## src/rtl/count_bits_pkg.sv

```systemverilog
// rtl/count_bits_pkg.sv - shared types and helpers for the bit-counting engine
package count_bits_pkg;

  typedef enum logic [1:0] {
    IDLE  = 2'd0,
    COUNT = 2'd1,
    DONE  = 2'd2
  } state_t;

  typedef enum logic [1:0] {
    ONES    = 2'b00,
    ZEROS   = 2'b01,
    LEAD_Z  = 2'b10,
    TRAIL_Z = 2'b11
  } mode_t;

  // Widest operand the reversal helper supports; narrower words are zero-extended.
  localparam int MAX_WORD = 64;

  function automatic logic [MAX_WORD-1:0] bit_reverse(input logic [MAX_WORD-1:0] v);
    logic [MAX_WORD-1:0] r;
    for (int i = 0; i < MAX_WORD; i++) begin
      r[i] = v[MAX_WORD-1-i];
    end
    return r;
  endfunction

endpackage

```

## src/rtl/bit_slice_eval.sv

```systemverilog
// rtl/bit_slice_eval.sv - combinational popcount / trailing-zero evaluation of one slice
module bit_slice_eval #(
  parameter int STEP = 1,
  parameter int CW   = $clog2(STEP + 1)
) (
  input  logic [STEP-1:0] slice,
  output logic [CW-1:0]   popcount,
  output logic [CW-1:0]   tz_count,
  output logic            has_one
);

  always_comb begin
    popcount = '0;
    tz_count = CW'(STEP);
    has_one  = |slice;
    // Scanning downward lets the lowest set bit have the final say.
    for (int i = STEP - 1; i >= 0; i--) begin
      popcount = popcount + CW'(slice[i]);
      if (slice[i]) begin
        tz_count = CW'(i);
      end
    end
  end

endmodule

```

## src/rtl/count_bits_engine.sv

```systemverilog
// rtl/count_bits_engine.sv - multi-mode bit counter with start/busy/done handshake
module count_bits_engine
  import count_bits_pkg::*;
#(
  parameter  int WORD_SIZE = 8,
  parameter  int STEP      = 1,
  localparam int CNT_W     = $clog2(WORD_SIZE + 1)
) (
  input  logic                 clk,
  input  logic                 reset,
  input  logic                 start,
  input  logic                 abort,
  input  logic [1:0]           mode,
  input  logic [WORD_SIZE-1:0] data,
  output logic [CNT_W-1:0]     bit_count,
  output logic                 busy,
  output logic                 done
);

  localparam int SLICES = WORD_SIZE / STEP;
  localparam int SL_W   = $clog2(SLICES + 1);
  localparam int SC_W   = $clog2(STEP + 1);

  if (STEP < 1 || STEP > WORD_SIZE || (WORD_SIZE % STEP) != 0 || WORD_SIZE > MAX_WORD)
  begin : g_param_check
    $error("count_bits_engine: WORD_SIZE must be a multiple of STEP");
  end

  state_t               state;
  state_t               state_next;
  mode_t                mode_q;
  logic [WORD_SIZE-1:0] op;
  logic [WORD_SIZE-1:0] op_shift;
  logic [WORD_SIZE-1:0] op_init;
  logic [WORD_SIZE-1:0] data_rev;
  logic [SL_W-1:0]      slices_left;
  logic [SC_W-1:0]      slice_pop;
  logic [SC_W-1:0]      slice_tz;
  logic [SC_W-1:0]      slice_add;
  logic                 slice_has_one;
  logic                 tz_mode;
  logic                 last_slice;
  logic                 finish;
  logic                 accept;

  bit_slice_eval #(
    .STEP (STEP),
    .CW   (SC_W)
  ) u_slice_eval (
    .slice    (op[STEP-1:0]),
    .popcount (slice_pop),
    .tz_count (slice_tz),
    .has_one  (slice_has_one)
  );

  assign data_rev   = WORD_SIZE'(bit_reverse(MAX_WORD'(data)) >> (MAX_WORD - WORD_SIZE));
  assign op_shift   = op >> STEP;
  assign tz_mode    = (mode_q == LEAD_Z) || (mode_q == TRAIL_Z);
  assign last_slice = (slices_left == SL_W'(1));
  assign slice_add  = tz_mode ? slice_tz : slice_pop;
  // Popcount modes stop once nothing is left to count; zero-run modes stop at the first one.
  assign finish     = tz_mode ? (slice_has_one || last_slice) : ((op_shift == '0) || last_slice);
  assign accept     = start && !abort && (state == IDLE || state == DONE);

  always_comb begin
    op_init = data;
    case (mode_t'(mode))
      ZEROS:   op_init = ~data;
      LEAD_Z:  op_init = data_rev;
      default: op_init = data;
    endcase
  end

  always_comb begin
    state_next = state;
    busy       = 1'b0;
    done       = 1'b0;
    case (state)
      IDLE: begin
        if (accept) state_next = COUNT;
      end
      COUNT: begin
        busy = 1'b1;
        if (finish) state_next = DONE;
      end
      DONE: begin
        done = 1'b1;
        if (accept) state_next = COUNT;
      end
      default: state_next = IDLE;
    endcase
    if (abort) state_next = IDLE;
  end

  always_ff @(posedge clk or negedge reset) begin
    if (!reset) begin
      state <= IDLE;
    end else begin
      state <= state_next;
    end
  end

  always_ff @(posedge clk or negedge reset) begin
    if (!reset) begin
      op          <= '0;
      slices_left <= '0;
      bit_count   <= '0;
      mode_q      <= ONES;
    end else if (abort) begin
      op          <= '0;
      slices_left <= '0;
      bit_count   <= '0;
    end else if (accept) begin
      op          <= op_init;
      slices_left <= SL_W'(SLICES);
      bit_count   <= '0;
      mode_q      <= mode_t'(mode);
    end else if (state == COUNT) begin
      op          <= op_shift;
      slices_left <= slices_left - SL_W'(1);
      bit_count   <= bit_count + CNT_W'(slice_add);
    end
  end

endmodule

```

## config.mk

```make
export PLATFORM = sky130hd
export DESIGN_NAME = count_bits_engine
export DESIGN_NICKNAME = d
export VERILOG_FILES = /design/src/rtl/count_bits_pkg.sv /design/src/rtl/bit_slice_eval.sv /design/src/rtl/count_bits_engine.sv
export SDC_FILE = /design/constraint.sdc
export NUM_CORES = 1
export LEC_CHECK = 0
export CAP_MARGIN = 5
export CORE_MARGIN = 3
export CORE_UTILIZATION = 40
export CTS_BUF_LIST = sky130_fd_sc_hd__clkbuf_4 sky130_fd_sc_hd__clkbuf_8 sky130_fd_sc_hd__clkbuf_16
export CTS_CLUSTER_DIAMETER = 200
export CTS_CLUSTER_SIZE = 25
export DETAILED_ROUTE_END_ITERATION = 12
export GPL_TIMING_DRIVEN = 0
export PLACE_DENSITY = 0.68
export SYNTH_ARGS = -nofsm -noshare
export SYNTH_HDL_FRONTEND = slang
export SYNTH_SLANG_ARGS = --single-unit
```

## constraint.sdc

```tcl
create_clock -name clk -period 1.3 [get_ports clk]
set_input_delay 0.13 -clock clk [delete_from_list [all_inputs] [get_ports clk]]
set_output_delay 0.13 -clock clk [all_outputs]
set_load 0.02 [all_outputs]
```

==> flow_summary.json <==
{
  "status": "finished with violations",
  "failed_checks": "setup timing",
  "powerDensity_nw_per_um2": 1030,
  "leakage_nw": 0.647,
  "cp_max_fo": 5,
  "wirelength_mm": 2.52,
  "ant_nets": 0,
  "grt_setup_unrepaired": "yes",
  "gp_congestion": 0.806,
  "antenna_found_initial": 0,
  "regArea_sq_um": 475,
  "drv_slew": 0,
  "synth_seq_area_share": 0.426,
  "grt_max_degree": 20,
  "peakVddDrop_uv": 609,
  "avgSynthCellArea_sq_um": 8.99,
  "setup_viol": 3,
  "cts_buffers": 3,
  "clk_pin_slew_ps": 100,
  "hold_viol": 0,
  "firstDrtPassIters": 4,
  "postCtsHoldBufs": 0,
  "grt.total_usage": 0.159,
  "die_y_um": 58.8,
  "dieArea_sq_um": 3460,
  "relSlewSlack": 0.439,
  "cts.sinks": 19,
  "core_area_sq_um": 2570,
  "setup_ws_ps": -8.27,
  "critPathLaunchType": "flip-flop",
  "synth_top_area_frac": 0.426,
  "portBuffers": 19,
  "cts_tree": "built",
  "p_total_w": 0.00155,
  "fp.dieW_um": 58.8,
  "fmax_ghz": 0.764,
  "grt_pass1_vias": 972,
  "clock_skew_ps": 3.74,
  "fin_util": 0.590,
  "worst_slew_pin_slew_ps": 839,
  "htreeDepth": 1,
  "holdWs_ps": 300,
  "layout-drive-gt1-share": 0.245,
  "fin_crit_ps": 1310,
  "worstSkewPairLatency_ps": 300,
  "r2r_slack_ps": -8,
  "synthTopCellsByArea": "dfrtp_1, a21oi_1, ha_1",
  "start_util": 0.434,
  "netlist_area_sq_um": 1110,
  "yosysUniqueCellTypes": 27,
  "pre_cts_slack_ps": -600,
  "synth_top_area_cell": "dfrtp_1",
  "grt_pass1_wl_mm": 4.17,
  "diodes": 0,
  "cts-root-buf": "clkbuf_4",
  "post-route-drc-count": 0,
  "post_drt_wl_per_cell_um": 13.9,
  "fin_nets": 172,
  "row_count": 18,
  "crit_type": "reg -> reg",
  "required_ps": 1490,
  "grt-ovfl-total": 0,
  "syn_nets": 144,
  "cts.path.max_buffers": 2,
  "syn_to_final_growth_pct": 35.8,
  "drt_iter0_markers": 25,
  "final_cell_mix": "dfrtp_1, nand2_1, a21oi_1, clkdlybuf4s50_1, nand2b_1",
  "period_share": 1.01,
  "hp-class": "in -> async",
  "yosys_warnings": 0,
  "worst_setup_path_end_kind": "flip-flop",
  "multi_input_area_sq_um": 692,
  "io_pins": 20,
  "max-cap-violations": 0,
  "final_common_cell": "dfrtp_1",
  "vias_per_cell": 5.42,
  "vias": 981,
  "fillers": 253,
  "ys_ff_latch": 19,
  "crit_arrival_ps": 1500,
  "place.detailed.hpwl_mm": 1.77,
  "synthCells": 124
}
## routing by layer
| layer | vias to the layer above | track usage | wire (um) |
|---|---|---|---|
| li1 | 487 | - | - |
| met1 | 465 | 0.185 | 1050 |
| met2 | 25 | 0.278 | 1280 |
| met3 | 4 | 0.0219 | 131 |
| met4 | 0 | 0.0906 | 56 |
| met5 | - | 0 | 0 |
## final timing paths
path | startpoint | endpoint | depth (start not counted)
min reg2reg | slices_left[3] | slices_left[3] | 1
max | state[0] | op[5] | 6
max in group asynchronous | reset | op[6] | 1
max reg2reg | state[0] | op[5] | 6
min in group clk | mode[1] | mode_q[1] | 3
min | reset | slices_left[0] | 1
## sequential cells by signal, indices dropped and copies added, names as in the netlist
register     flops
mode_q           1
op               8
bit_count        4
slices_left      4
state            2
## cell type report
type / count / area share
multi-input combinational: 95 / 0.457
sequential: 19 / 0.314
timing repair buffer: 25 / 0.150
tap: 30 / 0.0248
clock buffer: 4 / 0.0198
buffer: 3 / 0.0198
inverter: 5 / 0.0140
## critical path, stage by stage (launching register included)
cell,delay [ps]
dfrtp_1,420
buf_6,130
nor2b_4,170
nor3_4,70
buf_6,150
a22oi_2,160
o21ai_1,90
## cells in the mapped netlist, drive strengths merged
library cell / n
nand4: 1
a22oi: 8
nor3: 2
dfrtp: 19
nand2: 17
nand2b: 11
o21ai: 13
buf: 3
xor2: 4
ha: 6
o211ai: 1
o21a: 1
clkbuf: 2
and2b: 1
or2: 1
inv: 5
nor4: 2
a22o: 2
or3b: 1
nor2b: 1
a21oi: 17
nor2: 6
## logic make-up after synthesis
family / share of synthesized area
AOI/OAI and AO/OA: 0.218
xor gates and xnor gates: 0.0314
adders and majority gates: 0.0673
buffers and inverters: 0.0449
DFF: 0.426
and+or+nand+nor: 0.212
## stage by stage
step	TNS, ps	area [sq um]	instances
after floorplan	0	1120	124
after global placement	-4310	1350	173
after detailed placement	-4810	1350	173
after CTS	-14.3	1440	182
after global routing	-1010	1510	181
final	-16.1	1510	181
## power by group
| part | internal, W | switching [W] | total (W) | leakage (nW) |
|---|---|---|---|---|
| Clock | 0.000141 | 0.000178 | 0.000319 | 0.0184 |
| Sequential | 0.000652 | 0.0000653 | 0.000718 | 0.257 |
| Combinational | 0.000247 | 0.000271 | 0.000518 | 0.372 |
| Total | 0.00104 | 0.000515 | 0.00155 | 0.647 |
## repair_timing
action,in CTS,in global routing
gates cloned,1,0
endpoints found under the setup margin,16,19
pin swaps,2,19
setup buffers,5,0
resized for setup,19,28
Note: power is estimated with default switching activity, not from simulation.
